**src/rtl/mem_stage_dmem_ctrl_pkg.sv**
```systemverilog
// Shared types and constants for the MEM-stage data-memory controller.
package mem_stage_dmem_ctrl_pkg;

  typedef enum logic [1:0] {
    IDLE = 2'd0,
    BUSY = 2'd1,
    DONE = 2'd2
  } mem_state_t;

  typedef enum logic [2:0] {
    F3_LB  = 3'b000,
    F3_LH  = 3'b001,
    F3_LW  = 3'b010,
    F3_LBU = 3'b100,
    F3_LHU = 3'b101
  } load_funct3_t;

  typedef enum logic [2:0] {
    F3_SB = 3'b000,
    F3_SH = 3'b001,
    F3_SW = 3'b010
  } store_funct3_t;

  localparam logic [6:0] OPC_LOAD  = 7'b0000011;
  localparam logic [6:0] OPC_STORE = 7'b0100011;

  // Byte accesses never misalign; halves need addr[0]=0; everything else
  // (including unknown funct3, which behaves as a word) needs addr[1:0]=0.
  function automatic logic is_misaligned(input logic       is_store,
                                         input logic [2:0] funct3,
                                         input logic [1:0] offset);
    logic result;
    case (funct3)
      3'b000:  result = 1'b0;
      3'b001:  result = offset[0];
      3'b100:  result = is_store ? (offset != 2'b00) : 1'b0;
      3'b101:  result = is_store ? (offset != 2'b00) : offset[0];
      default: result = (offset != 2'b00);
    endcase
    return result;
  endfunction

endpackage

```
**src/rtl/mem_stage_dmem_ctrl_if.sv**
```systemverilog
// Data-cache port between the MEM-stage controller and the cache.
interface mem_stage_dmem_ctrl_if;
  logic        dmem_read;
  logic        dmem_write;
  logic [31:0] dmem_address;
  logic [31:0] dmem_wdata;
  logic [3:0]  dmem_mbe;
  logic        dmem_resp;
  logic [31:0] dmem_rdata;

  modport master (
    output dmem_read, dmem_write, dmem_address, dmem_wdata, dmem_mbe,
    input  dmem_resp, dmem_rdata
  );

  modport slave (
    input  dmem_read, dmem_write, dmem_address, dmem_wdata, dmem_mbe,
    output dmem_resp, dmem_rdata
  );
endinterface

```
**src/rtl/mem_stage_dmem_ctrl_load_align.sv**
```systemverilog
// Load formatter: selects byte/half lane from the read word and extends it.
module mem_load_align
  import mem_stage_dmem_ctrl_pkg::*;
(
  input  logic [31:0] rdata,
  input  logic [2:0]  funct3,
  input  logic [1:0]  offset,
  output logic [31:0] result
);

  logic [7:0]  byte_sel;
  logic [15:0] half_sel;

  // Lane selection followed by sign/zero extension by funct3.
  always_comb begin
    case (offset)
      2'd0:    byte_sel = rdata[7:0];
      2'd1:    byte_sel = rdata[15:8];
      2'd2:    byte_sel = rdata[23:16];
      2'd3:    byte_sel = rdata[31:24];
      default: byte_sel = rdata[7:0];
    endcase
    if (offset[1]) begin
      half_sel = rdata[31:16];
    end else begin
      half_sel = rdata[15:0];
    end
    case (funct3)
      F3_LB:   result = {{24{byte_sel[7]}}, byte_sel};
      F3_LBU:  result = {24'h000000, byte_sel};
      F3_LH:   result = {{16{half_sel[15]}}, half_sel};
      F3_LHU:  result = {16'h0000, half_sel};
      default: result = rdata;
    endcase
  end

endmodule

```
**src/rtl/mem_stage_dmem_ctrl.sv**
```systemverilog
// MEM-stage data-memory controller: issues one cache transaction per
// load/store, stalls the pipeline until it completes, formats load data.
module mem_stage_dmem_ctrl
  import mem_stage_dmem_ctrl_pkg::*;
#(
  parameter int TIMEOUT = 256
) (
  input  logic                         clk,
  input  logic                         rst,
  input  logic                         mem_valid,
  input  logic [6:0]                   opcode,
  input  logic [2:0]                   funct3,
  input  logic [31:0]                  alu_out,
  input  logic [31:0]                  rs2_out,
  input  logic                         advance,
  mem_stage_dmem_ctrl_if.master        dmem,
  output logic                         mem_stall,
  output logic [31:0]                  load_data,
  output logic                         misaligned,
  output logic                         bus_err
);

  localparam int CW = (TIMEOUT > 1) ? $clog2(TIMEOUT) : 1;

  mem_state_t  state;
  logic [CW-1:0] cnt;
  logic        op_load;
  logic [2:0]  op_funct3;
  logic [1:0]  op_offset;

  logic        is_load;
  logic        is_store;
  logic        mem_op;
  logic        mis;
  logic [31:0] st_wdata;
  logic [3:0]  st_mbe;
  logic [31:0] aligned;

  assign is_load  = (opcode == OPC_LOAD);
  assign is_store = (opcode == OPC_STORE);
  assign mem_op   = mem_valid & (is_load | is_store);
  assign mis      = is_misaligned(is_store, funct3, alu_out[1:0]);

  // Held in DONE so a stalled instruction is never reissued.
  assign mem_stall = ((state == IDLE) & mem_op) | (state == BUSY);

  // Store lane replication and byte-enable generation.
  always_comb begin
    st_wdata = rs2_out;
    st_mbe   = 4'hF;
    case (funct3)
      F3_SB: begin
        st_wdata = {4{rs2_out[7:0]}};
        st_mbe   = 4'b0001 << alu_out[1:0];
      end
      F3_SH: begin
        st_wdata = {2{rs2_out[15:0]}};
        st_mbe   = 4'b0011 << alu_out[1:0];
      end
      default: begin
        st_wdata = rs2_out;
        st_mbe   = 4'hF;
      end
    endcase
  end

  // Formatting uses the attributes captured at request time.
  mem_load_align u_align (
    .rdata  (dmem.dmem_rdata),
    .funct3 (op_funct3),
    .offset (op_offset),
    .result (aligned)
  );

  // Transaction FSM with registered request, result and pulse outputs.
  always_ff @(posedge clk or posedge rst) begin
    if (rst) begin
      state             <= IDLE;
      cnt               <= '0;
      op_load           <= 1'b0;
      op_funct3         <= 3'b000;
      op_offset         <= 2'b00;
      dmem.dmem_read    <= 1'b0;
      dmem.dmem_write   <= 1'b0;
      dmem.dmem_address <= 32'h0000_0000;
      dmem.dmem_wdata   <= 32'h0000_0000;
      dmem.dmem_mbe     <= 4'h0;
      load_data         <= 32'h0000_0000;
      misaligned        <= 1'b0;
      bus_err           <= 1'b0;
    end else begin
      misaligned <= 1'b0;
      bus_err    <= 1'b0;
      case (state)
        IDLE: begin
          if (mem_op && mis) begin
            misaligned <= 1'b1;
            load_data  <= 32'h0000_0000;
            state      <= DONE;
          end else if (mem_op) begin
            dmem.dmem_address <= {alu_out[31:2], 2'b00};
            dmem.dmem_wdata   <= st_wdata;
            dmem.dmem_mbe     <= is_load ? 4'hF : st_mbe;
            dmem.dmem_read    <= is_load;
            dmem.dmem_write   <= is_store;
            op_load           <= is_load;
            op_funct3         <= funct3;
            op_offset         <= alu_out[1:0];
            cnt               <= '0;
            state             <= BUSY;
          end else begin
            state <= IDLE;
          end
        end
        BUSY: begin
          if (dmem.dmem_resp) begin
            dmem.dmem_read  <= 1'b0;
            dmem.dmem_write <= 1'b0;
            if (op_load) begin
              load_data <= aligned;
            end
            state <= DONE;
          end else if ((TIMEOUT != 0) && (cnt == CW'(TIMEOUT - 1))) begin
            dmem.dmem_read  <= 1'b0;
            dmem.dmem_write <= 1'b0;
            load_data       <= 32'h0000_0000;
            bus_err         <= 1'b1;
            state           <= DONE;
          end else begin
            cnt <= cnt + CW'(1);
          end
        end
        DONE: begin
          if (advance) begin
            cnt   <= '0;
            state <= IDLE;
          end
        end
        default: begin
          dmem.dmem_read  <= 1'b0;
          dmem.dmem_write <= 1'b0;
          state           <= IDLE;
        end
      endcase
    end
  end

endmodule

```
**src/flat_wrapper.sv**
```systemverilog
// flat-port wrapper written by rule: the top's interface ports become plain ports
module mem_stage_dmem_ctrl_flat import mem_stage_dmem_ctrl_pkg::*;
#(
  parameter int TIMEOUT = 256
)
  (clk, rst, mem_valid, opcode, funct3, alu_out, rs2_out, advance, mem_stall, load_data, misaligned, bus_err, dmem_dmem_read, dmem_dmem_write, dmem_dmem_address, dmem_dmem_wdata, dmem_dmem_mbe, dmem_dmem_resp, dmem_dmem_rdata);
  mem_stage_dmem_ctrl_if dmem_i ();
  input  logic clk;
  input  logic rst;
  input  logic mem_valid;
  input  logic [6:0] opcode;
  input  logic [2:0] funct3;
  input  logic [31:0] alu_out;
  input  logic [31:0] rs2_out;
  input  logic advance;
  output logic mem_stall;
  output logic [31:0] load_data;
  output logic misaligned;
  output logic bus_err;
  output wire logic [$bits(dmem_i.dmem_read)-1:0] dmem_dmem_read;
  output wire logic [$bits(dmem_i.dmem_write)-1:0] dmem_dmem_write;
  output wire logic [$bits(dmem_i.dmem_address)-1:0] dmem_dmem_address;
  output wire logic [$bits(dmem_i.dmem_wdata)-1:0] dmem_dmem_wdata;
  output wire logic [$bits(dmem_i.dmem_mbe)-1:0] dmem_dmem_mbe;
  input wire logic [$bits(dmem_i.dmem_resp)-1:0] dmem_dmem_resp;
  input wire logic [$bits(dmem_i.dmem_rdata)-1:0] dmem_dmem_rdata;
  assign dmem_dmem_read = dmem_i.dmem_read;
  assign dmem_dmem_write = dmem_i.dmem_write;
  assign dmem_dmem_address = dmem_i.dmem_address;
  assign dmem_dmem_wdata = dmem_i.dmem_wdata;
  assign dmem_dmem_mbe = dmem_i.dmem_mbe;
  assign dmem_i.dmem_resp = dmem_dmem_resp;
  assign dmem_i.dmem_rdata = dmem_dmem_rdata;
  mem_stage_dmem_ctrl #(.TIMEOUT(TIMEOUT)) u_core (.clk(clk), .rst(rst), .mem_valid(mem_valid), .opcode(opcode), .funct3(funct3), .alu_out(alu_out), .rs2_out(rs2_out), .advance(advance), .dmem(dmem_i), .mem_stall(mem_stall), .load_data(load_data), .misaligned(misaligned), .bus_err(bus_err));
endmodule
```
**config.mk**
```make
export PLATFORM = sky130hd
export DESIGN_NAME = mem_stage_dmem_ctrl_flat
export DESIGN_NICKNAME = d
export VERILOG_FILES = /design/src/rtl/mem_stage_dmem_ctrl_pkg.sv /design/src/rtl/mem_stage_dmem_ctrl_if.sv /design/src/rtl/mem_stage_dmem_ctrl_load_align.sv /design/src/rtl/mem_stage_dmem_ctrl.sv /design/src/flat_wrapper.sv
export SDC_FILE = /design/constraint.sdc
export NUM_CORES = 1
export LEC_CHECK = 0
export CORE_ASPECT_RATIO = 1.1
export CORE_MARGIN = 10
export CORE_UTILIZATION = 40
export CTS_BUF_LIST = sky130_fd_sc_hd__clkbuf_2 sky130_fd_sc_hd__clkbuf_4 sky130_fd_sc_hd__clkbuf_8
export CTS_CLUSTER_DIAMETER = 200
export DETAILED_ROUTE_END_ITERATION = 8
export PLACE_DENSITY = 0.73
export SYNTH_ARGS = -nofsm -noshare
export SYNTH_HDL_FRONTEND = slang
export SYNTH_SLANG_ARGS = --single-unit
```
**constraint.sdc**
```tcl
create_clock -name clk -period 6.2 [get_ports clk]
set_clock_uncertainty 0.05 [all_clocks]
set_input_delay 1.24 -clock clk [delete_from_list [all_inputs] [get_ports clk]]
set_output_delay 1.24 -clock clk [all_outputs]
set_load 0.02 [all_outputs]
```
Yosys cells after proc, flatten, opt, wreduce, memory -nomap -nowiden
Index checks and enable logic that the tools add are counted.
Widths: inputs -> output; s select.

word-level totals
  input bits = 111
  memory bits (writable) = 0
  memory bits (read-only) = 0
  bits in latches = 0
  output and inout bits = 105
  bits in registers = 118
  word-level logic and storage cells = 96
  memories kept = 0

operators by class
  shift-type cells = 2
  bitwise operators = 6
  reduce and logical (&&, ||, !) cells = 13
  order comparisons = 0
  multiplexer cells = 39
  equality and inequality tests = 22
  multipliers = 0
  divide/modulo/power cells = 0
  add/subtract/negate cells = 1

operators by type and width
  cell                 number
  $mux 32              4
  $pmux 32 s2          2
  $pmux 32 s4          1
  $mux 8               5
  $pmux 8 s4           1
  $pmux 8 s3           1
  $mux 16              1
  $mux 1               14
  $eq 3x3->1 const B   4
  $ne 2x2->1 const B   5
  $add 8x1->8 const B  1
  $eq 8x8->1 const B   1
  $mux 2               4
  $pmux 4 s2           1
  $reduce_and 4->1     2
  $eq 7x2->1 const B   1
  $eq 7x6->1 const B   1
  $eq 2x2->1 const B   3
  $eq 3x1->1 const B   2
  $logic_not 3->1      2
  $pmux 1 s3           2
  $pmux 2 s3           1
  $reduce_and 6->1     1
  $eq 2x1->1 const B   2
  16 further kinds     21

Logic depth before layout (Yosys ltp)
  word-level depth = 6
  gate-level depth with buffers = 8
  depth with buffers taken out = 6

Hierarchy
A second synthesis with hierarchy kept.

unflattened totals
  cell total of the unflattened synthesis = 549
  area total of the unflattened synthesis = 6095.8 µm²

by module, submodules not included
  module               seq. area each (µm²)  cells an instance  times used  area each (µm²)
  mem_stage_dmem_ctrl  2952.8                438                1           5427.7
  mem_load_align       0.0                   111                1           668.1

Worst setup path after synthesis
OpenSTA, ideal clock, no wires.

  kind = in2out
  start point = input opcode[2]
  end point = output mem_stall
  cell stages on the path = 3
  data required time = 4.910 ns
  arrival time = 2.035 ns
  buffers on the path = 0
  setup slack = 2.875 ns
  cell sequence = and4bb_2 nand2_4 a21oi_1

on the way
  longest elaborated chain between the ends = 5
  elaborated cells on any way between the ends = 6
  those cells by class = 2 x eq/ne; 4 x bitwise

ends and longest elaborated chain
  what                                             RTL line                                              source
  start: declaration                               flat_wrapper.sv:11                                    input logic [6:0] opcode;
  $eq 7x2->1 / $eq 7x6->1 (equally long branches)  mem_stage_dmem_ctrl.sv:39, mem_stage_dmem_ctrl.sv:40
  $or 1x1->1 (*)                                   mem_stage_dmem_ctrl.sv:41                             assign mem_op = mem_valid & (is_load | is_store);
  $and 1x1->1 (*)                                  mem_stage_dmem_ctrl.sv:41
  $and 1x1->1 (*)                                  mem_stage_dmem_ctrl.sv:45                             assign mem_stall = ((state == IDLE) & mem_op) | (state == BUSY);
  $or 1x1->1 (*)                                   mem_stage_dmem_ctrl.sv:45
  end: declaration                                 flat_wrapper.sv:16                                    output logic mem_stall;

Mark *: on every way between the ends. The rest lies on a longest branch, timed or not.

Worst setup path in the final report
  start point = input opcode[4]
  end point = output mem_stall

The elaborated chain is that of the path after synthesis.

==> metrics.yaml <==
detailed_routing:
  num_vias: 5146
  drt-initial-drc-count: 419
  vias_per_cell: 5.146
  dr.pass1.iters: 5
  wire_per_inst_um: 17.80
  ant_nets: 0
  routed-wl-met2_um: 8478
  wl_met1_um: 6930
  route.detailed.drc: 0
  route.met3.wl_um: 2035
  routed_wl_um: 17800
  dr.max_layer_used: "met4"
cts:
  h-tree-depth: 4
  cts.path.max_buffers: 2
  clkSinkCount: 118
  cts_tree: "done"
  clk_pin_slew_ps: 60
  postCtsSetupBuffers: 0
  cts_repair_resize_count: 0
  clkLatencyLatePin_ps: 450
  cts_root_buf: "clkbuf_8"
  cts_hold_buffers: 0
  cts_buffers: 17
synthesis:
  synthTopCellsByArea: "dfrtp_1 (51%), nand2_1 (11%), mux2i_1 (5.5%), o21ai_2 (3.6%), o2bb2ai_1 (3.3%)"
  synth_enable_flop_cells: 0
  synth_top_area_frac: 0.5080
  ys_seq_area_frac: 0.5080
  synth_cells: 599
  async_flop_share: 1.000
  netlist_area_um2: 5813
  synth.distinct_cells: 53
  avgSynthCellArea_um2: 9.705
  ys_ff_latch: 118
  synth-main-ff-cell: "dfrtp_1"
  yosys.area.top_type: "dfrtp_1"
  ys_warn_count: 0
worst_setup_path:
  cp_top_family: "buffers and inverters"
  endpoint_kind: "output pin"
  critPathSlowestCell: "clkdlybuf4s50_1"
  startpoint_type: "input port"
  r2r-end: "u_core.load_data[10]"
  crit_start: "opcode[4]"
  crit_path_frequent_cell: "clkdlybuf4s50_1"
  reg2reg_slack_ps: 3730
  worst_ep_required_time_ps: 4910
  timing.critical_path.to: "mem_stall"
  critPathMaxFanout: 5
  reg2regPathDepth: 5
  r2r-start: "u_core.op_offset[1]"
  cp.depth: 5
  slowest_delay_ps: 630
  critical_path_class: "input port to output pin"
  cp_data_arrival_time_ps: 2890
  worstPathCellList: "clkdlybuf4s50_1, nor3b_4, nand2_4, a21oi_1, clkdlybuf4s50_1"
  crit_buf_inv: 2
power_and_ir_drop:
  power.density_nw_per_um2: 230.1
  fin_total_pwr_mw: 1.915
  peakVddDrop_mv: 0.1301
  leakagePower_nw: 3.747
sta:
  drv_slew: 0
  clock.fmax_ghz: 0.2391
  fin_ws_ps: 2018
  tns_ps: 0
  relSlewSlack: 0.1865
  rsz0062_at_grt: "false"
  finalSetupViolCount: 0
  finalCritPeriodShare: 0.6745
  hold_slack_ps: 420.7
  worstMarginPinSlew_ps: 1220
  finalHoldViolations: 0
  period_needed_ps: 4182
hold_path:
  hold_class: "register to register"
  hp-start: "u_core.dmem.dmem_address[13]"
run:
  max_cap_viol_count: 0
floorplan:
  start_util: 0.4056
  core_um2: 14330
  ioPinCount: 216
  die_y_um: 146.4
  dieArea_um2: 19760
  die_width_um: 134.9
  row_count: 46
placed_design:
  place_congestion: 0.8555
  hpwl_um: 13210
  dp_worst_setup_slack_ps: 1970
  io_buffers: 213
global_route:
  grt_max_degree: 92
  first_global_vias: 5274
  globalRouteOverflowTotal: 0
  antenna_found_initial: 0
  grt_first_pass_wirelength_um: 28320
  grt_usage: 0.1784
cells_and_area:
  finalNetCount: 909
  antenna-diode-count: 0
  fillers: 1218
  drive_gt1_frac: 0.09777
  multiInputGateArea_um2: 2557
  synthToLayoutAreaGrowth_pct: 43.13
  ff_latch_area_um2: 2953
  final_core_util: 0.5806
outcome:
  outcome: "complete, no violations"
cell families (layout without fill, tap and decap cells):
kind of cell    count (synthesis)  in the layout  synth area share
other cells                     1              2         0.0006451
fa+ha+maj                       1              1          0.002152
buf+inv                        53            261           0.05467
simple gates                  254            254            0.1984
mux                            38             38           0.06672
flops                         118            118            0.5080
compound gates                134            134            0.1694
worst reg2reg max path, stage by stage (launching register included):
cell and delay [ps]:
dfrtp_1 860, mux2i_1 210, nor4_1 640, nor2_1 280, a21oi_1 210, a22o_1 150
worst min path at each step:
| stage | end | slack (ps) | depth (start not counted) |
|---|---|---|---|
| 4_1_cts | u_core.dmem.dmem_address[13] | 430 | 2 |
| 3_3_place_gp | u_core.dmem.dmem_address[24] | 410 | 2 |
| 6_report | u_core.dmem.dmem_address[13] | 420 | 2 |
| 5_1_grt | u_core.dmem.dmem_address[14] | 440 | 2 |
| 2_1_floorplan | u_core.cnt[7] | 390 | 1 |
| 3_5_place_dp | u_core.dmem.dmem_address[14] | 410 | 2 |
synthesized netlist by cell type, types with 4 or more instances:
cell,count
nand2b_1,4
nor2_1,26
buf_2,5
a31oi_1,14
a22o_1,9
mux2i_1,32
nor2b_1,25
mux2_2,6
inv_1,14
nor3_1,6
buf_6,14
o21ai_0,20
dfrtp_1,118
clkbuf_1,17
nand3_1,5
o2bb2ai_1,22
o21a_1,4
o22ai_1,4
nand2_1,168
o21ai_2,24
a21oi_1,22
metal layers:
metal	GRT usage	vias up
li1	-	2449
met1	0.2029	2459
met2	0.2805	212
met3	0.09266	26
met4	0.06304	0
met5	0	-
registers in the layout (all words and copies together), names as in the netlist:
signal	cells
u_core.dmem.dmem_address	30
u_core.misaligned	1
u_core.load_data	32
u_core.state	2
u_core.dmem.dmem_wdata	32
u_core.op_offset	2
u_core.cnt	8
u_core.op_funct3	3
u_core.dmem.dmem_read	1
u_core.dmem.dmem_write	1
u_core.bus_err	1
u_core.op_load	1
u_core.dmem.dmem_mbe	4
layout make-up:
type,count,area share
flip-flops and latches,118,0.3549
multi-input cells,429,0.3074
repair buffers,217,0.2598
clock buffers,26,0.04000
well taps,192,0.02887
inverters,14,0.006617
clock inverters,4,0.002406
per-stage QoR:
| step | std cells | instance area (µm²) |
|---|---|---|
| 2_1_floorplan | 600 | 5817 |
| 3_3_place_gp | 970 | 7968 |
| 3_5_place_dp | 970 | 7968 |
| 4_1_cts | 1000 | 8320 |
| 5_1_grt | 1000 | 8320 |
| 6_report | 1000 | 8320 |
layout by cell type, fill, tap and decap left out, types with 2 or more instances in the layout:
cell,count
conb_1,2
and3_1,3
a31oi_1,14
clkbuf_8,22
o21ai_2,24
nand3_1,5
inv_1,13
o2bb2ai_1,22
buf_4,4
nand2_1,168
o21a_1,4
or4_1,2
mux2_2,6
a32o_1,2
nor4_1,2
a22o_1,9
clkbuf_4,4
clkinv_2,4
o21bai_1,2
nand2b_1,4
o21ai_0,20
nor3_1,6
nor2b_1,25
a21oi_1,22
dfrtp_1,118
mux2i_1,32
o22ai_1,4
nor2_1,25
clkdlybuf4s50_1,213
power by group:
group / internal, mW / switching (mW) / total (mW)
combinational: 0.202 / 0.197 / 0.399
sequential: 0.822 / 0.0602 / 0.882
clock: 0.340 / 0.293 / 0.634
Note: power is estimated with default switching activity, not from simulation.
